$ cat src/rtl/pipe_scoreboard.sv
// pipe_scoreboard
//   Tracks in-flight register writes across DEPTH pipeline stages (stage 0 is
//   the youngest) and provides operand forwarding / hazard detection for
//   NUM_RS source-register lookups.
//
// Ports
//   clk, reset           : clock, synchronous active-high reset
//   stall                : freeze all state (reset still applies)
//   hold                 : turn the instruction entering stage 0 into a bubble
//   flush                : kill the youngest FLUSH_DEPTH stages after the advance
//   in_valid/we/late/rd/data : instruction entering stage 0
//   late_data            : load result merged when a late entry reaches LATE_STAGE
//   rs                   : NUM_RS packed source register indices
//   fwd_hit/data/wait    : per-lookup forwarding result (youngest match wins)
//   hazard               : any lookup must wait on a late result
//   occupancy            : number of valid stages
//   bubble_count         : saturating count of held-off valid instructions
module pipe_scoreboard #(
  parameter int DEPTH       = 3,
  parameter int DATA_W      = 32,
  parameter int REG_W       = 5,
  parameter int NUM_RS      = 2,
  parameter int LATE_STAGE  = 2,
  parameter int FLUSH_DEPTH = 2
) (
  input  logic                     clk,
  input  logic                     reset,
  input  logic                     stall,
  input  logic                     hold,
  input  logic                     flush,
  input  logic                     in_valid,
  input  logic                     in_we,
  input  logic                     in_late,
  input  logic [REG_W-1:0]         in_rd,
  input  logic [DATA_W-1:0]        in_data,
  input  logic [DATA_W-1:0]        late_data,
  input  logic [NUM_RS*REG_W-1:0]  rs,
  output logic [NUM_RS-1:0]        fwd_hit,
  output logic [NUM_RS*DATA_W-1:0] fwd_data,
  output logic [NUM_RS-1:0]        fwd_wait,
  output logic                     hazard,
  output logic [3:0]               occupancy,
  output logic [15:0]              bubble_count
);

  logic [DEPTH-1:0]  st_valid;
  logic [DEPTH-1:0]  st_we;
  logic [DEPTH-1:0]  st_late;
  logic [REG_W-1:0]  st_rd   [DEPTH];
  logic [DATA_W-1:0] st_data [DEPTH];

  // Data/rd are deliberately not reset; every consumer qualifies them with valid.
  always_ff @(posedge clk) begin
    if (reset) begin
      st_valid     <= '0;
      st_we        <= '0;
      st_late      <= '0;
      bubble_count <= '0;
    end else if (!stall) begin
      st_valid[0] <= in_valid & ~hold & ~flush;
      st_we[0]    <= in_we;
      st_late[0]  <= in_late;
      st_rd[0]    <= in_rd;
      st_data[0]  <= in_data;
      for (int unsigned i = 1; i < DEPTH; i++) begin
        // Flush is folded into the advance: the killed stages are the ones
        // whose new contents would otherwise land in 0..FLUSH_DEPTH-1.
        st_valid[i] <= st_valid[i-1] & ~(flush && (i < FLUSH_DEPTH));
        st_we[i]    <= st_we[i-1];
        st_rd[i]    <= st_rd[i-1];
        if ((i == LATE_STAGE) && st_valid[i-1] && st_late[i-1]) begin
          st_data[i] <= late_data;
          st_late[i] <= 1'b0;
        end else begin
          st_data[i] <= st_data[i-1];
          st_late[i] <= st_late[i-1];
        end
      end
      if (in_valid && hold && !flush && (bubble_count != 16'hFFFF))
        bubble_count <= bubble_count + 16'd1;
    end
  end

  // Oldest-to-youngest scan so the youngest match is the last one assigned.
  always_comb begin
    fwd_hit  = '0;
    fwd_data = '0;
    fwd_wait = '0;
    for (int unsigned k = 0; k < NUM_RS; k++) begin
      for (int unsigned j = 0; j < DEPTH; j++) begin
        if (st_valid[DEPTH-1-j] && st_we[DEPTH-1-j] &&
            (st_rd[DEPTH-1-j] == rs[k*REG_W +: REG_W]) &&
            (rs[k*REG_W +: REG_W] != '0)) begin
          fwd_hit[k]                    = 1'b1;
          fwd_data[k*DATA_W +: DATA_W]  = st_data[DEPTH-1-j];
          fwd_wait[k]                   = st_late[DEPTH-1-j];
        end
      end
    end
  end

  assign hazard = |fwd_wait;

  always_comb begin
    occupancy = '0;
    for (int unsigned i = 0; i < DEPTH; i++)
      occupancy = occupancy + 4'(st_valid[i]);
  end

endmodule

$ cat config.mk
export PLATFORM = sky130hd
export DESIGN_NAME = pipe_scoreboard
export DESIGN_NICKNAME = d
export VERILOG_FILES = /design/src/rtl/pipe_scoreboard.sv
export SDC_FILE = /design/constraint.sdc
export NUM_CORES = 1
export LEC_CHECK = 0
export ABC_AREA = 1
export BUFFER_PORTS_ARGS = -buffer_cell sky130_fd_sc_hd__buf_4
export CAP_MARGIN = 0
export CORE_MARGIN = 8
export CORE_UTILIZATION = 38
export DETAILED_ROUTE_END_ITERATION = 8
export PLACE_DENSITY = 0.7
export REMOVE_ABC_BUFFERS = 1
export SLEW_MARGIN = 40
export SYNTH_ARGS = -nofsm -noshare
export SYNTH_HDL_FRONTEND = slang
export SYNTH_SLANG_ARGS = --single-unit
export TNS_END_PERCENT = 30
$ cat constraint.sdc
create_clock -name clk -period 12.5 [get_ports clk]
set_clock_uncertainty 0.1 [all_clocks]
set_input_delay 1.25 -clock clk [delete_from_list [all_inputs] [get_ports clk]]
set_output_delay 1.25 -clock clk [all_outputs]
set_load 0.005 [all_outputs]
==> flow_summary_export.csv <==
group,metric,value,unit
routing,via_count,6479,
yosys,yosysTopAreaCellShare,45.2,%
routing,via_per_inst,4.89,
routing,firstDrtPassIters,6,
routing,drc,0,
floorplan,dieArea,0.0241,sq mm
outcome,status,"finished, final reports clean",
clock_network,htreeDepth,4,
global_routing,grt_pass1_vias,6424,
floorplan,ioPinCount,176,
routing,routed_wl,19900,um
critical_path,end_kind,"primary output",
layout,layout.cells.non_filler,1325,
layout,fill_cells,1887,
yosys,yosysSeqAreaShare,52.0,%
layout,antennaDiodeCount,0,
timing,finalSetupViolCount,0,
floorplan,die_width,155,um
layout,layout-drive-gt1-share,22.3,%
yosys,synth_area,0.00737,sq mm
clock_network,clk_latency,0.41,ns
clock_network,clk_path_buf_depth,2,
pwr,irDropWorstVdd,0.0885,mV
layout,syn_to_final_growth,26.7,%
yosys,ys_ff_latch,136,
clock_network,cts_setup_buffers,0,
yosys,synth_top_cell_by_area,"edfxtp_1",
clock_network,cts_resized,0,
timing,slew_viol_final,0,
clock_network,cts_tree,"done",
pwr,power_density,112,mW/mm^2
timing,rsz0062_at_grt,"no",
floorplan,fp.dieH,155,um
pwr,leakage,0.00383,uW
routing,antenna_left,0,
yosys,ys_top_cells_by_area,"edfxtp_1, nand2_1, inv_1",
critical_path,crit_type,"in -> out",
routing,route.detailed.wl_per_inst,15.0,um
timing,tns,0,ns
min_path,min_path_type,"reg -> reg",
yosys,synth.avg_cell_area,8.24,sq um
placed_design,placedCellCount,1293,
global_routing,grt_overflow_total,0,
critical_path,worstPathMaxFanout,66,
timing,tightest_slew,0.718,ns
clock_network,clock-root-buffer,"clkbuf_16",
yosys,ys_warn_count,0,
placed_design,port_buffers,173,
clock_network,clk_pin_slew,0.06,ns
clock_network,numCtsBuffers,17,
yosys,synthCells,895,
layout,stdcell_area,0.00934,sq mm
timing,period_minus_slack,4.40,ns
critical_path,crit_arrival,3.05,ns
yosys,synth.distinct_cells,32,
floorplan,coreArea,0.0193,sq mm
global_routing,grt_pass1_wl,32400,um
timing,relSlewSlack,52.1,%
clock_network,ctsHoldBuffers,0,
timing,fin_crit_sh,35.2,%
critical_path,worstPathRequired,11.15,ns
layout,nets,1136,
global_routing,track_usage,16.7,%
global_routing,grt_max_degree,69,
floorplan,start_util,38.3,%
timing,fmaxAchievable,0.227,GHz
global_routing,antenna_found_initial,0,
clock_network,clock-sinks,136,
critical_path,worst_setup_path_start_kind,"input pin",
routing,drtIter0Drc,458,
placed_design,place_hpwl,13300,um
job,cap_viol_max_count,0,
timing,final_hold_viol_count,0,
floorplan,placementRows,51,
placed_design,gp_congestion,0.861,
placed_design,dpl-instance-area,0.00880,sq mm
==> worst max-delay path, cell delays in order <==
cell     delay [ns]
buf_4          0.12
inv_1          0.12
nand2_1        0.07
nor2_1         0.20
nor2_2         0.07
nand3_2        0.05
buf_4          0.54
nand3_1        0.17
a21oi_1        0.26
buf_4          0.16
==> power breakdown <==
part / leakage (uW) / internal [uW] / total (uW) / switching [uW]
logic: 0.00232 / 29.1 / 63.4 / 34.3
registers: 0.00125 / 515 / 527 / 12.7
clock network: 0.000262 / 275 / 458 / 183
total: 0.00383 / 818 / 1050 / 230
==> registers in the layout (all words and copies together), names as in the netlist <==
register and count:
bubble_count 16, st_data 96, st_late 3, st_rd 15, st_valid 3, st_we 3
==> through the flow <==
step	power [uW]	utilization, %	hold WS (ns)	setup WS (ns)
after floorplan	563	-	0.344	2.95
after global placement	599	45.7	0.362	8.12
after detailed placement	600	45.7	0.366	8.10
after CTS	1060	48.5	0.381	8.09
after global routing	1090	48.5	0.403	7.82
final	1050	48.5	0.382	8.10
==> cells in the final DEF (no fill, tap or decap) <==
cell,instances
clkinv_1,1
nor3_2,1
a21oi_1,76
o211ai_1,1
xor2_1,8
o21ai_0,91
nor2_1,104
fa_1,1
clkinv_2,4
nand3b_1,4
and2_1,2
nand2_2,4
clkinvlp_4,2
o21ai_2,1
inv_2,4
buf_4,181
edfxtp_1,111
clkinv_4,1
or2_0,1
nor2_4,1
ha_1,1
nand4_1,4
nand3_1,85
dfxtp_1,25
buf_6,1
nand3_2,1
clkbuf_8,2
clkbuf_16,18
xnor2_1,12
o21bai_2,1
conb_1,2
nor2_2,5
a21oi_2,9
o21ai_1,16
nor3_1,4
clkbuf_1,5
nand2_1,135
inv_1,135
==> layer usage <==
| layer | vias to the layer above | part of all wire (%) | global-route usage [%] |
|---|---|---|---|
| met2 | 211 | 47 | 27.6 |
| met3 | 21 | 7.8 | 5.13 |
| met5 | - | 0 | 0 |
| met1 | 3016 | 44 | 20.6 |
| li1 | 3231 | - | - |
| met4 | 0 | 1.3 | 5.18 |
==> layout make-up <==
| class | instances | area (sq um) | share of cell area, % |
|---|---|---|---|
| Clock buffer | 25 | 497 | 5.32 |
| Clock inverter | 7 | 43.8 | 0.469 |
| Inverter | 140 | 526 | 5.62 |
| Multi-Input combinational cell | 570 | 2740 | 29.3 |
| Sequential cell | 136 | 3830 | 41.0 |
| Tap cell | 265 | 332 | 3.55 |
| Timing Repair Buffer | 182 | 1370 | 14.7 |
==> worst paths after layout <==
| kind | cells past startpoint | slack [ns] | startpoint | end |
|---|---|---|---|---|
| min reg2reg | 2 | 0.38 | st_we[2] | st_we[2] |
| max reg2reg | 9 | 10.44 | bubble_count[0] | bubble_count[4] |
| max | 10 | 8.10 | rs[6] | fwd_data[41] |
| min | 2 | 0.38 | st_we[2] | st_we[2] |
==> cell usage after synthesis (all sizes together) <==
library cell / count
and2: 2
o21bai: 1
clkbuf: 17
edfxtp: 111
xnor2: 12
nor2: 110
clkinv: 1
nand2: 139
xor2: 8
conb: 1
nand3: 86
fa: 1
nor3: 5
inv: 139
ha: 1
o211ai: 1
nand3b: 4
or2: 1
a21oi: 85
dfxtp: 25
nand4: 4
o21ai: 108
buf: 33
==> cell families (layout without fill, tap and decap cells) <==
family,after synthesis,count (layout),share of synthesized area [%]
XOR/XNOR,20,20,2.38
AO/OA/AOI/OAI,195,195,13.9
buffers and inverters,190,354,11.1
other,1,2,0.0509
flip-flops,136,136,52.0
AND/OR/NAND/NOR,351,351,20.2
adder cells (fa/ha/maj),2,2,0.441
No activity file was read; power rests on OpenSTA's default activity.
